$ cat config.mk
export PLATFORM = sky130hd
export DESIGN_NAME = imm_pack
export DESIGN_NICKNAME = d
export VERILOG_FILES = /design/src/rtl/imm_pack_pkg.sv /design/src/rtl/imm_pack_stage.sv /design/src/rtl/imm_pack.sv
export SDC_FILE = /design/constraint.sdc
export NUM_CORES = 1
export LEC_CHECK = 0
export ABC_AREA = 1
export ABC_CLOCK_PERIOD_IN_PS = 2580
export BUFFER_PORTS_ARGS = -buffer_cell sky130_fd_sc_hd__buf_2
export CAP_MARGIN = 20
export CELL_PAD_IN_SITES_DETAIL_PLACEMENT = 1
export CELL_PAD_IN_SITES_GLOBAL_PLACEMENT = 2
export CORE_AREA = 5 5 92 128
export CTS_CLUSTER_SIZE = 12
export DETAILED_ROUTE_END_ITERATION = 12
export DIE_AREA = 0 0 97 133
export GPL_TIMING_DRIVEN = 0
export PLACE_DENSITY = 0.84
export SYNTH_ARGS = -nofsm -noshare
export SYNTH_HDL_FRONTEND = slang
export SYNTH_SLANG_ARGS = --single-unit
$ cat constraint.sdc
create_clock -name clk -period 2.58 [get_ports clk]
set_input_delay 0.387 -clock clk [delete_from_list [all_inputs] [get_ports clk]]
set_output_delay 0.387 -clock clk [all_outputs]
set_load 0.02 [all_outputs]
$ cat src/rtl/imm_pack_pkg.sv
// Shared ImmSrc encodings, payload geometry and field-width helpers for the
// immediate packer and the decode-stage zero-extender.
package imm_pack_pkg;

    localparam int IMM_N = 24;
    localparam int PAY_W = 19;

    localparam logic [1:0] IMM_SRC_11  = 2'b00;
    localparam logic [1:0] IMM_SRC_19  = 2'b01;
    localparam logic [1:0] IMM_SRC_7   = 2'b11;
    localparam logic [1:0] IMM_SRC_ILL = 2'b10;

    typedef struct packed {
        logic [PAY_W-1:0] imm_lo;
        logic [PAY_W-1:0] base;
        logic [PAY_W-1:0] mask;
        logic             ovf;
        logic             illegal;
    } s1_t;

    typedef struct packed {
        logic [PAY_W-1:0] field;
        logic             ovf;
        logic             illegal;
    } s2_t;

    function automatic int unsigned field_width(input logic [1:0] src);
        case (src)
            IMM_SRC_11: return 11;
            IMM_SRC_19: return 19;
            IMM_SRC_7:  return 7;
            default:    return 0;
        endcase
    endfunction

    // An illegal select yields an empty mask, so the base passes through untouched.
    function automatic logic [PAY_W-1:0] field_mask(input logic [1:0] src);
        return PAY_W'((32'd1 << field_width(src)) - 32'd1);
    endfunction

endpackage

$ cat src/rtl/imm_pack_stage.sv
// Generic valid/ready pipeline register; loads when empty or when draining
// in the same cycle, so a full pipe streams one beat per clock.
module imm_pack_stage #(
    parameter int W = 8
) (
    input  logic         clk,
    input  logic         rst,
    input  logic         in_valid,
    output logic         in_ready,
    input  logic [W-1:0] in_data,
    output logic         out_valid,
    input  logic         out_ready,
    output logic [W-1:0] out_data
);

    logic         valid_q, valid_d;
    logic [W-1:0] data_q, data_d;
    logic         load;

    assign in_ready  = !valid_q | out_ready;
    assign out_valid = valid_q;
    assign out_data  = data_q;

    always_comb begin
        load    = in_valid & in_ready;
        valid_d = valid_q;
        data_d  = data_q;
        if (load) begin
            valid_d = 1'b1;
            data_d  = in_data;
        end else if (out_ready) begin
            valid_d = 1'b0;
        end
    end

    always_ff @(posedge clk or posedge rst) begin
        if (rst) begin
            valid_q <= 1'b0;
            data_q  <= '0;
        end else begin
            valid_q <= valid_d;
            data_q  <= data_d;
        end
    end

endmodule

$ cat src/rtl/imm_pack.sv
// Two-stage immediate encoder: narrows a 24-bit value into the ImmSrc field of
// a 19-bit payload. Error-beat counter built only with IMM_PACK_ERRCNT_EN.
module imm_pack
    import imm_pack_pkg::*;
(
    input  logic             clk,
    input  logic             rst,
    input  logic             in_valid,
    output logic             in_ready,
    input  logic [IMM_N-1:0] in_imm,
    input  logic [1:0]       in_immsrc,
    input  logic [PAY_W-1:0] in_base,
    output logic             out_valid,
    input  logic             out_ready,
    output logic [PAY_W-1:0] out_field,
    output logic             out_ovf,
    output logic             out_illegal,
    input  logic             err_clr,
    output logic [15:0]      err_count
);

    s1_t  s1_in, s1_q;
    s2_t  s2_in, s2_q;
    logic s1_valid, s2_in_ready;

    always_comb begin
        s1_in         = '0;
        s1_in.imm_lo  = in_imm[PAY_W-1:0];
        s1_in.base    = in_base;
        s1_in.mask    = field_mask(in_immsrc);
        s1_in.illegal = (in_immsrc == IMM_SRC_ILL);
        s1_in.ovf     = !s1_in.illegal &&
                        (|(in_imm & ~{{(IMM_N-PAY_W){1'b0}}, s1_in.mask}));
    end

    imm_pack_stage #(.W($bits(s1_t))) u_s1 (
        .clk       (clk),
        .rst       (rst),
        .in_valid  (in_valid),
        .in_ready  (in_ready),
        .in_data   (s1_in),
        .out_valid (s1_valid),
        .out_ready (s2_in_ready),
        .out_data  (s1_q)
    );

    // Overflowing values still merge their truncated low bits.
    always_comb begin
        s2_in         = '0;
        s2_in.field   = s1_q.illegal ? s1_q.base
                      : ((s1_q.base & ~s1_q.mask) | (s1_q.imm_lo & s1_q.mask));
        s2_in.ovf     = s1_q.ovf;
        s2_in.illegal = s1_q.illegal;
    end

    imm_pack_stage #(.W($bits(s2_t))) u_s2 (
        .clk       (clk),
        .rst       (rst),
        .in_valid  (s1_valid),
        .in_ready  (s2_in_ready),
        .in_data   (s2_in),
        .out_valid (out_valid),
        .out_ready (out_ready),
        .out_data  (s2_q)
    );

    assign out_field   = s2_q.field;
    assign out_ovf     = s2_q.ovf;
    assign out_illegal = s2_q.illegal;

`ifdef IMM_PACK_ERRCNT_EN
    logic [15:0] err_cnt_q, err_cnt_d;
    logic        err_fire;

    always_comb begin
        err_fire  = out_valid & out_ready & (out_ovf | out_illegal);
        err_cnt_d = err_cnt_q;
        if (err_clr) begin
            err_cnt_d = '0;
        end else if (err_fire && err_cnt_q != 16'hFFFF) begin
            err_cnt_d = err_cnt_q + 16'd1;
        end
    end

    always_ff @(posedge clk or posedge rst) begin
        if (rst) err_cnt_q <= '0;
        else     err_cnt_q <= err_cnt_d;
    end

    assign err_count = err_cnt_q;
`else
    logic unused_err_clr;
    assign unused_err_clr = err_clr;
    assign err_count      = '0;
`endif

endmodule
After elaboration in Yosys (flattened, before gate mapping)
Cells that the tools add are included.
{"block": "totals", "out_inout_bits": 39, "regBits": 82}
{"block": "op_classes", "n_bitwise": 10, "addsub": 1, "mux": 6, "n_shift": 1, "reduce_logical": 8, "eq_ne": 3}
{"op": "19-bit AND", "count": 2}
{"op": "24-bit AND", "count": 1}
{"op": "19-bit inverter with 24-bit output", "count": 1}
{"op": "24-bit OR reduction", "count": 1}
{"op": "19-bit two-way mux", "count": 1}
{"op": "19-bit inverter", "count": 1}
{"op": "19-bit OR", "count": 1}
{"op": "1-bit by 5-bit left shift with 19-bit output (first input constant)", "count": 1}
{"op": "19-bit by 1-bit subtractor with 19-bit output (second input constant)", "count": 1}
{"op": "5-bit case mux with 3 select lines", "count": 1}
{"op": "2-bit == test (second input constant)", "count": 2}
{"op": "1-bit two-way mux", "count": 4}
{"op": "2-bit nonzero test", "count": 2}
{"op": "1-bit zero test", "count": 3}
{"op": "1-bit AND", "count": 2}
{"op": "2-bit by 1-bit == test with 1-bit output (second input constant)", "count": 1}
{"op": "2-bit zero test", "count": 1}
{"op": "1-bit OR", "count": 2}
{"op": "1-bit logical AND", "count": 1}

Longest topological paths before layout
{"block": "depth", "ltp_word": 8, "ltp_mapped": 7, "depth_no_buf": 6}

Hierarchy
From an unflattened synthesis, not the netlist that was laid out.
{"block": "hier_totals", "hier_cells": 495, "hier_area_um2": 4052.6}
{"module": "imm_pack_stage (u_s1)", "cells_each": 261, "instances": 1, "area_per_inst_um2": 2513.7, "seq_area_each_um2": 1501.4}
{"module": "imm_pack_stage (u_s2)", "cells_each": 96, "instances": 1, "area_per_inst_um2": 884.6, "seq_area_each_um2": 550.5}
{"module": "imm_pack", "cells_each": 138, "instances": 1, "area_per_inst_um2": 654.4, "seq_area_each_um2": 0.0}

Least setup slack after synthesis
OpenSTA, ideal clock, no wires.
{"block": "synth_timing", "kind": "register to register", "from": "register u_s2.valid_q (netlist: u_s2.out_valid)", "to": "register u_s1.data_q[10] (netlist: u_s1.out_data[10])", "n_path_buf": 1, "path_stages_with_launch": 7, "path_slack_ps": 1260, "required_time_ps": 2463, "period_less_slack_ps": 1320, "t_arrival_ps": 1202, "path_cell_list": "dfrtp_1 > nand3_2 > nand2_4 > inv_2 > buf_6 > nand2_2 > nand2_1"}
{"block": "synth_via", "elab_chain_len": 4}
{"item": "from (decl)", "line": "imm_pack_stage.sv:16", "text": "logic valid_q, valid_d;"}
{"item": "from (signal assigned)", "line": "imm_pack_stage.sv:41", "text": "valid_q <= valid_d;"}
{"item": "1-bit zero test", "line": "imm_pack_stage.sv:20", "text": "assign in_ready = !valid_q | out_ready;"}
{"item": "1-bit OR (2 in a row)", "line": "imm_pack_stage.sv:20"}
{"item": "named net in_ready", "line": "imm_pack.sv:9", "text": "output logic in_ready,"}
{"item": "1-bit AND", "line": "imm_pack_stage.sv:25", "text": "load = in_valid & in_ready;"}
{"item": "to (signal assigned)", "line": "imm_pack_stage.sv:42", "text": "data_q <= data_d;"}
{"item": "to (decl)", "line": "imm_pack_stage.sv:17", "text": "logic [W-1:0] data_q, data_d;"}
The timed path passes the listed nets, and every way through them passes these cells.
A chain may end at the register's enable or synchronous reset.

==> qor.yml <==
first_global_vias: 2918
syn2layout_area_growth_pct: 29.8
clock_latency_ps: 330
yosys-top-cells-area: "dfrtp_1, nand2_1, a21oi_1"
n_antenna_cell: 0
grt-ovfl-total: 0
tightestPinTransition_ps: 871
hold_buffers: 0
track_usage_pct: 14.1
synthArstFlopShare_pct: 100
critical_path_class: "flip-flop to flip-flop"
cp-start-kind: "flip-flop"
skew_ps: 7.86
io_pins: 89
gp_congestion: 0.735
relSlewSlack_pct: 41.9
viasPerCell: 4.39
fin_crit_sh_pct: 56.8
synth.distinct_cells: 19
post_cts_buffers: 0
fmax_mhz: 683
hp-class: "input pin to asynchronous set/reset pin"
cts-root-buf: "clkbuf_16"
syn_area_per_cell_um2: 8.43
remaining_drc_errors: 0
cts_sinks: 68
grt_pass1_wl_mm: 14.3
grt_start_max_net_pins: 69
post-place-ws_ps: 1090
finalSetupViolations: 0
clockBufferDepth: 2
drt-initial-drc-count: 84
crit_path_end_kind: "flip-flop"
status: "finished clean"
synth_top_cell_by_area: "dfrtp_1"
yosysTopAreaCellShare_pct: 57.2
setup_slack_ps: 1120
nets: 500
dieArea_um2: 12900
cp.arrival_ps: 1670
nFillCells: 1323
hpwl_mm: 6.53
crit_start: "u_s1.out_data[8]"
num_rows: 45
r2r-start: "u_s1.out_data[8]"
p_per_area_nw_per_um2: 881
yosys_warnings: 0
finalSetupTns_ps: 0
die_w_um: 97
synth-main-ff-cell: "dfrtp_1"
h-tree-depth: 3
reg2reg_depth: 4
drive_gt1_share_pct: 27.0
antenna_found_initial: 0
hold_viol_final: 0
stdcell_count: 596
synth-edff-count: 0
cts-buffers-inserted: 9
synthesis.instances: 353
first_pass_iters: 4
p_leak_nw: 2.04
vdd_ir_drop_max_mv: 0.335
tritoncts: "built"
cts.clk_slew.worst_paths_ps: 60
yosys.cell_count.top_type: "nand2_1"
io_buffers: 71
crit_fanout: 9
yosysSeqAreaShare_pct: 57.2
ant_nets: 0
slew_violations: 0
cts_resized: 0
die_y_um: 133
ys_ff_latch: 68
placedCellCount: 580
core_um2: 10600
initial_core_util_pct: 28.0
num_vias: 2615
synth_commonest_cells: "nand2_1, dfrtp_1, a21oi_1"
final_util_pct: 36.3
wl_per_cell_um: 14.6
synth_area_um2: 2980
drv_cap: 0
required_ps: 2780
rsz0062_at_grt: "false"
drt_wl_total_mm: 8.69
timing.final.crit_period_ps: 1460
==> layout make-up <==
class | count | area, um^2 | area share [%]
Timing Repair Buffer | 71 | 355 | 9.20
Inverter | 10 | 40.0 | 1.04
Tap cell | 141 | 176 | 4.57
Sequential cell | 68 | 1700 | 44.1
Multi-Input combinational cell | 258 | 1070 | 27.7
Buffer | 32 | 224 | 5.80
Clock buffer | 12 | 246 | 6.38
Clock inverter | 4 | 48.8 | 1.26
==> final timing paths <==
check                                     to  slack (ps)
max                         u_s2.out_data[5]        1120
min                        u_s1.out_data[24]         240
max reg2reg                 u_s2.out_data[5]        1120
min reg2reg                 u_s2.out_data[1]         470
max in group asynchronous  u_s1.out_data[52]        1770
min in group clk           u_s1.out_data[34]         250
==> layout by cell type, fill, tap and decap left out, types with 2 or more instances in the layout <==
master     count
a21oi_1       38
buf_2         79
buf_4         17
buf_6          4
clkbuf_1       5
clkbuf_16      9
clkinv_2       2
conb_1        16
dfrtp_1       68
inv_1          5
inv_2          4
nand2_1      146
nand3_1       18
nor2_1        30
o21ai_0        2
o21ai_1        3
==> cell families (layout without fill, tap and decap cells) <==
logic type,after synthesis,in the layout,share of synthesized area [%]
AOI/OAI and AO/OA,45,45,7.78
buffers and inverters,42,129,8.78
DFF,68,68,57.2
other,1,16,0.126
and+or+nand+nor,197,197,26.1
==> flip-flops by register name (all words and copies together) (netlist names) <==
name and cells:
u_s2.out_valid 1, u_s2.out_data 21, u_s1.out_valid 1, u_s1.out_data 45
==> where the power goes <==
| group | leakage [nW] | switching (mW) | internal [mW] |
|---|---|---|---|
| Combinational | 1.08 | 0.508 | 0.268 |
| Clock | 0.147 | 0.446 | 0.773 |
| Sequential | 0.812 | 0.130 | 1.28 |
| Total | 2.04 | 1.08 | 2.32 |
==> routing by layer <==
layer / track usage [%] / part of all wire, %
met5: 0 / 0
met4: 5.15 / 1.3
met3: 3.69 / 4.2
met2: 25.3 / 53
met1: 15.9 / 42
==> critical path: stages, from the launching register on <==
cell	delay [ps]
dfrtp_1	310
clkbuf_1	340
nand2_1	280
a21oi_1	310
a21oi_1	100
==> stage by stage <==
step,power (mW),instance area [um^2],hold slack [ps]
detailed placement,2.22,3570,467
finish,3.40,3860,239
CTS,3.46,3860,240
floorplan,1.91,3030,444
global route,3.60,3860,258
global placement,2.19,3560,464
Power figures use the tool's default switching activity.
